===== src/rtl/servo_pkg.sv =====
// Shared definitions for the servo PWM controller and its receiver/decoder.
package servo_pkg;

    // Decoded servo position encodings (2'b11 is never produced)
    localparam logic [1:0] POS_LEFT  = 2'b00;
    localparam logic [1:0] POS_MID   = 2'b01;
    localparam logic [1:0] POS_RIGHT = 2'b10;

    // Nominal pulse widths and frame period in 100 us ticks
    localparam int NOM_LEFT_W   = 7;
    localparam int NOM_MID_W    = 15;
    localparam int NOM_RIGHT_W  = 23;
    localparam int NOM_PERIOD   = 200;

    // Receiver frame-tracking states
    typedef enum logic [1:0] {
        S_SYNC = 2'b00,
        S_HIGH = 2'b01,
        S_LOW  = 2'b10
    } state_t;

    // Classify a measured high width against the LEFT/RIGHT thresholds
    function automatic logic [1:0] decode_pos(input logic [7:0] w,
                                              input logic [7:0] leftThr,
                                              input logic [7:0] rightThr);
        logic [1:0] p;
        p = POS_MID;
        if (w <= leftThr) begin
            p = POS_LEFT;
        end else if (w >= rightThr) begin
            p = POS_RIGHT;
        end
        return p;
    endfunction

endpackage


===== src/rtl/pwm_sync_edge.sv =====
// Two-flop synchronizer plus delay register producing single-cycle rise/fall strobes.
module pwm_sync_edge (
    input  logic i_clk,
    input  logic i_rst_n,
    input  logic i_async,
    output logic o_level,
    output logic o_rise,
    output logic o_fall
);

    logic r_sync1;
    logic r_sync2;
    logic r_delay;

    // Bring the asynchronous input into the clock domain and keep one cycle of history
    always_ff @(posedge i_clk or negedge i_rst_n) begin
        if (!i_rst_n) begin
            r_sync1 <= 1'b0;
            r_sync2 <= 1'b0;
            r_delay <= 1'b0;
        end else begin
            r_sync1 <= i_async;
            r_sync2 <= r_sync1;
            r_delay <= r_sync2;
        end
    end

    assign o_level = r_sync2;
    assign o_rise  = r_sync2 & ~r_delay;
    assign o_fall  = ~r_sync2 & r_delay;

endmodule


===== src/rtl/servo_pwm_rx.sv =====
// Servo PWM receiver: measures width/period per frame, validates, decodes position, tracks lock.
module servo_pwm_rx
    import servo_pkg::*;
#(
    parameter int PERIOD_MIN = 190,
    parameter int PERIOD_MAX = 210,
    parameter int WIDTH_MIN  = 5,
    parameter int WIDTH_MAX  = 25,
    parameter int LEFT_THR   = 11,
    parameter int RIGHT_THR  = 19,
    parameter int TIMEOUT    = 250,
    parameter int LOCK_CNT   = 2
) (
    input  logic       clk,
    input  logic       rst,
    input  logic       pwm_in,
    output logic [7:0] width,
    output logic [8:0] period,
    output logic [1:0] pos,
    output logic       valid,
    output logic       err,
    output logic       locked
);

    localparam int GCW = $clog2(LOCK_CNT + 1);

    localparam logic [8:0]     C_PER_MIN = 9'(PERIOD_MIN);
    localparam logic [8:0]     C_PER_MAX = 9'(PERIOD_MAX);
    localparam logic [7:0]     C_W_MIN   = 8'(WIDTH_MIN);
    localparam logic [7:0]     C_W_MAX   = 8'(WIDTH_MAX);
    localparam logic [7:0]     C_L_THR   = 8'(LEFT_THR);
    localparam logic [7:0]     C_R_THR   = 8'(RIGHT_THR);
    localparam logic [8:0]     C_TIMEOUT = 9'(TIMEOUT);
    localparam logic [GCW-1:0] C_LOCK    = GCW'(LOCK_CNT);

    logic w_pwmS;
    logic w_rise;
    logic w_fall;

    state_t         r_state;
    state_t         w_nextState;
    logic           w_evalFrame;
    logic           w_timeout;
    logic           w_goodFrame;
    logic [GCW-1:0] w_goodCntNext;

    logic [7:0]     r_hiCnt;
    logic [8:0]     r_perCnt;
    logic [GCW-1:0] r_goodCnt;
    logic [7:0]     r_width;
    logic [8:0]     r_period;
    logic [1:0]     r_pos;
    logic           r_valid;
    logic           r_err;
    logic           r_locked;

    pwm_sync_edge u_sync (
        .i_clk   (clk),
        .i_rst_n (rst),
        .i_async (pwm_in),
        .o_level (w_pwmS),
        .o_rise  (w_rise),
        .o_fall  (w_fall)
    );

    assign w_goodFrame = (r_perCnt >= C_PER_MIN) && (r_perCnt <= C_PER_MAX) &&
                         (r_hiCnt  >= C_W_MIN)   && (r_hiCnt  <= C_W_MAX);

    assign w_goodCntNext = (r_goodCnt >= C_LOCK) ? C_LOCK : r_goodCnt + GCW'(1);

    // Frame state register
    always_ff @(posedge clk or negedge rst) begin
        if (!rst) begin
            r_state <= S_SYNC;
        end else begin
            r_state <= w_nextState;
        end
    end

    // Next state plus frame-evaluation and timeout strobes; a rise beats a timeout
    always_comb begin
        w_nextState = r_state;
        w_evalFrame = 1'b0;
        w_timeout   = 1'b0;
        case (r_state)
            S_SYNC: begin
                if (w_rise) begin
                    w_nextState = S_HIGH;
                end
            end
            S_HIGH: begin
                if (r_perCnt >= C_TIMEOUT) begin
                    w_timeout   = 1'b1;
                    w_nextState = S_SYNC;
                end else if (w_fall) begin
                    w_nextState = S_LOW;
                end
            end
            S_LOW: begin
                if (w_rise) begin
                    w_evalFrame = 1'b1;
                    w_nextState = S_HIGH;
                end else if (r_perCnt >= C_TIMEOUT) begin
                    w_timeout   = 1'b1;
                    w_nextState = S_SYNC;
                end
            end
            default: begin
                w_nextState = S_SYNC;
            end
        endcase
    end

    // Saturating width/period counters; a rise restarts both at 1 to include the rise cycle
    always_ff @(posedge clk or negedge rst) begin
        if (!rst) begin
            r_hiCnt  <= '0;
            r_perCnt <= '0;
        end else if (w_rise) begin
            r_hiCnt  <= 8'd1;
            r_perCnt <= 9'd1;
        end else begin
            if (r_perCnt != '1) begin
                r_perCnt <= r_perCnt + 9'd1;
            end
            if (w_pwmS && (r_hiCnt != '1)) begin
                r_hiCnt <= r_hiCnt + 8'd1;
            end
        end
    end

    // Publish good frames, flag bad frames/timeouts, and track consecutive-good lock
    always_ff @(posedge clk or negedge rst) begin
        if (!rst) begin
            r_width   <= '0;
            r_period  <= '0;
            r_pos     <= POS_MID;
            r_valid   <= 1'b0;
            r_err     <= 1'b0;
            r_locked  <= 1'b0;
            r_goodCnt <= '0;
        end else begin
            r_valid <= 1'b0;
            r_err   <= 1'b0;
            if (w_evalFrame) begin
                if (w_goodFrame) begin
                    r_width   <= r_hiCnt;
                    r_period  <= r_perCnt;
                    r_pos     <= decode_pos(r_hiCnt, C_L_THR, C_R_THR);
                    r_valid   <= 1'b1;
                    r_goodCnt <= w_goodCntNext;
                    r_locked  <= (w_goodCntNext == C_LOCK);
                end else begin
                    r_err     <= 1'b1;
                    r_goodCnt <= '0;
                    r_locked  <= 1'b0;
                end
            end else if (w_timeout) begin
                r_err     <= 1'b1;
                r_goodCnt <= '0;
                r_locked  <= 1'b0;
            end
        end
    end

    assign width  = r_width;
    assign period = r_period;
    assign pos    = r_pos;
    assign valid  = r_valid;
    assign err    = r_err;
    assign locked = r_locked;

endmodule

===== config.mk =====
export PLATFORM = sky130hd
export DESIGN_NAME = servo_pwm_rx
export DESIGN_NICKNAME = d
export VERILOG_FILES = /design/src/rtl/servo_pkg.sv /design/src/rtl/pwm_sync_edge.sv /design/src/rtl/servo_pwm_rx.sv
export SDC_FILE = /design/constraint.sdc
export NUM_CORES = 1
export LEC_CHECK = 0
export ABC_AREA = 1
export BUFFER_PORTS_ARGS = -buffer_cell sky130_fd_sc_hd__clkbuf_2
export CORE_MARGIN = 2
export CORE_UTILIZATION = 62
export DETAILED_ROUTE_END_ITERATION = 12
export PLACE_DENSITY = 0.84
export RECOVER_POWER = 50
export SLEW_MARGIN = 20
export SYNTH_ARGS = -nofsm -noshare
export SYNTH_HDL_FRONTEND = slang
export SYNTH_SLANG_ARGS = --single-unit

===== constraint.sdc =====
create_clock -name clk -period 5.18 [get_ports clk]
set_input_delay 0.518 -clock clk [delete_from_list [all_inputs] [get_ports clk]]
set_output_delay 0.518 -clock clk [all_outputs]
set_load 0.05 [all_outputs]

==> summary.txt <==
Final Hold Viols = 0
Num CTS Buffers = 5
Total GRT Usage = 0.2350
final cell count without fillers = 339
CTS H-Tree Depth = 2
Setup TNS = 0 ns
DIE WIDTH = 65 um
site row count = 22
crit path kind = input port to async pin
first-pass GRT wire length = 7514 um
crit path from = rst
fin. max-slew vios = 46
# diodes = 0
R2R Path End = period[1]
Top Family by Delay on Critical Path = buffers and inverters
commonest non-fill, non-tap cell in the layout = nand2_1
Clock Latency Late Sink = 0.30 ns
post-synthesis mux area share = 0
Peak VDD IR = 0.3113 mV
Die Y = 65 um
CP Max Fanout = 45
CP bufs+invs = 1
register bit total from synthesis = 45
post-synthesis compound-gate area fraction = 0.1047
DRT iter0 DRCs = 167
Synth Area in XOR/XNOR = 0.01139
grt total ovfl = 0
WL final = 4206 um
Mean Syn Cell Area = 8.739 sq um
CTS Sinks = 45
critical path's slowest cell = clkbuf_1
share of layout cells above drive strength 1 = 0.1718
Initial Util = 0.6398
total of max-cap violations = 1
vias after detailed routing = 1,736
Core Region = 3606 sq um
Worst setup SP type = input port
Seq/Total Area, Yosys = 0.4886
Setup Viol. Count Final = 0
largest net degree at the start of global routing = 46
I/O pin cnt = 25
RSZ-0062 raised after global routing = false
dpl hpwl = 3009 um
Pwr Density = 313.3 nW/um^2
largest family of logic cells by synthesized area = simple AND/OR/NAND/NOR gates
final instance area = 2509 sq um
Slew Limit Headroom = -0.5555
crit path DAT = 2.17 ns
dpl cells = 331
failing checks = max-capacitance violations, max-slew violations
Layout Nets = 303
DIE AREA = 4225 sq um
port buffer count = 24
critical-path cell list = clkbuf_1
RR Startpoint = r_state[0]
asr flop ratio synth = 1.000
Placed Area = 2439 sq um
Pre-antenna DRT Iters = 4
post-route ant nets = 0
Worst Hold Class = input port to register
Post-Synth Adder-Cell Area = 0.05423
EDFF count, synth = 0
routability cong. = 0.9487
post-cts resize count = 0
Root Buffer = clkbuf_8
clock transition at the registers of the reported paths = 0.08 ns
total power draw = 786.0 uW
Crit. path cell count = 1
period utilisation layout = 0.4338
Sw Pwr = 254.3 uW
initial antenna violation count = 0
post-layout minimum cycle time = 2.247 ns
Synth Area in Simple Gates = 0.2592
Slew @ Worst Pin = 2.333 ns
sequential share of power = 0.531
Post-CTS Setup Bufs = 0
Syn Nets = 277
CP endpoint kind = async pin
WHS = 0.3201 ns
CP endpoint = period[5]
status = finished with violations
logic gate share of total power = 0.205
vias in the first global route = 1,726
worst reg2reg path depth = 10
clk buf depth = 2
switching share of power = 0.3235
required time of the critical path = 5.11 ns
Worst Clk Skew = 0.007375 ns
Syn Inst Count = 264
unique cell type count in the Yosys netlist = 33
hold_buf cts = 0
most frequent cells in the layout = nand2_1 (68), dfrtp_1 (44), inv_1 (35)
reg2reg setup slack = 3.11 ns
Via density = 5.121
Layout fillers = 293
Top FF cell, synth = dfrtp_1
DRC viols = 0
top achievable clock speed = 445.1 MHz
CTS tree = yes
area delta synth->final = 8.731%
slowest stage delay, CP = 1.63 ns
DR WL/cell = 12.41 um
cell leakage power = 1.316 nW
cell-internal power = 531.7 uW
warnings from Yosys = 0
post-synthesis cell area = 2307 sq um
clock power share = 0.263
-- registers in the layout, indices dropped and copies added, names as in the netlist, 2 cells and up --
name / count
width: 8
r_goodCnt: 2
pos: 2
r_perCnt: 9
r_hiCnt: 8
r_state: 2
period: 9
-- how the worst min path moves through the flow --
stage / cells past startpoint / slack [ns] / start / end
floorplan: 0 / 0.22 / rst / err
global placement: 0 / 0.33 / u_sync.r_sync1 / u_sync.o_level
detailed placement: 0 / 0.34 / u_sync.r_sync1 / u_sync.o_level
CTS: 1 / 0.31 / pwm_in / u_sync.r_sync1
global route: 1 / 0.30 / pwm_in / u_sync.r_sync1
finish: 1 / 0.32 / pwm_in / u_sync.r_sync1
-- power by group through the flow --
stage / registers (mW) / clock network (mW) / logic, mW
after global placement: 0.422 / 0 / 0.156
after CTS: 0.417 / 0.212 / 0.164
final: 0.418 / 0.207 / 0.161
after global routing: 0.424 / 0.231 / 0.188
after detailed placement: 0.424 / 0 / 0.162
after floorplan: 0.417 / 0 / 0.124
-- area by class of cell --
type                       count  area [sq um]  share of cell area
clock buffer                   7         76.32             0.03042
sequential                    45          1127              0.4494
clock inverter                 1         5.005            0.001995
tap                           48         60.06             0.02394
multi-input combinational    177         991.0              0.3950
inverter                      37         140.1             0.05586
timing repair buffer          24         108.9             0.04339
-- layer usage --
metal | wire (um) | vias to the layer above | track usage
met4 | 37 | 0 | 0.06915
met1 | 1859 | 816 | 0.2894
met5 | 0 | - | 0
met2 | 2145 | 27 | 0.4034
li1 | - | 889 | -
met3 | 164 | 4 | 0.06424
-- through the flow --
step	utilization	worst slack [ns]
after global routing	0.6957	2.437
after CTS	0.6988	3.104
after floorplan	-	3.471
after detailed placement	0.6763	3.127
after global placement	0.6763	3.095
final	0.6957	2.933
-- synthesized netlist by cell type (all sizes together) (2+ instances only) --
master	instances	share of area
buf	4	0.020
xor2	3	0.011
nand3	21	0.053
nand4	2	0.0054
dfrtp	44	0.48
a21oi	8	0.019
nor2	19	0.042
nand2	75	0.13
nor3	9	0.027
inv	36	0.059
ha	10	0.054
o21ai	23	0.066
-- logic make-up (layout without fill, tap and decap cells) --
kind of cell | after synthesis | count (layout)
XOR/XNOR | 3 | 3
adder cells (fa/ha/maj) | 10 | 10
AND/OR/NAND/NOR | 127 | 127
flip-flops | 45 | 45
AO/OA/AOI/OAI | 37 | 37
buffers and inverters | 42 | 69
Note: power is estimated with default switching activity, not from simulation.
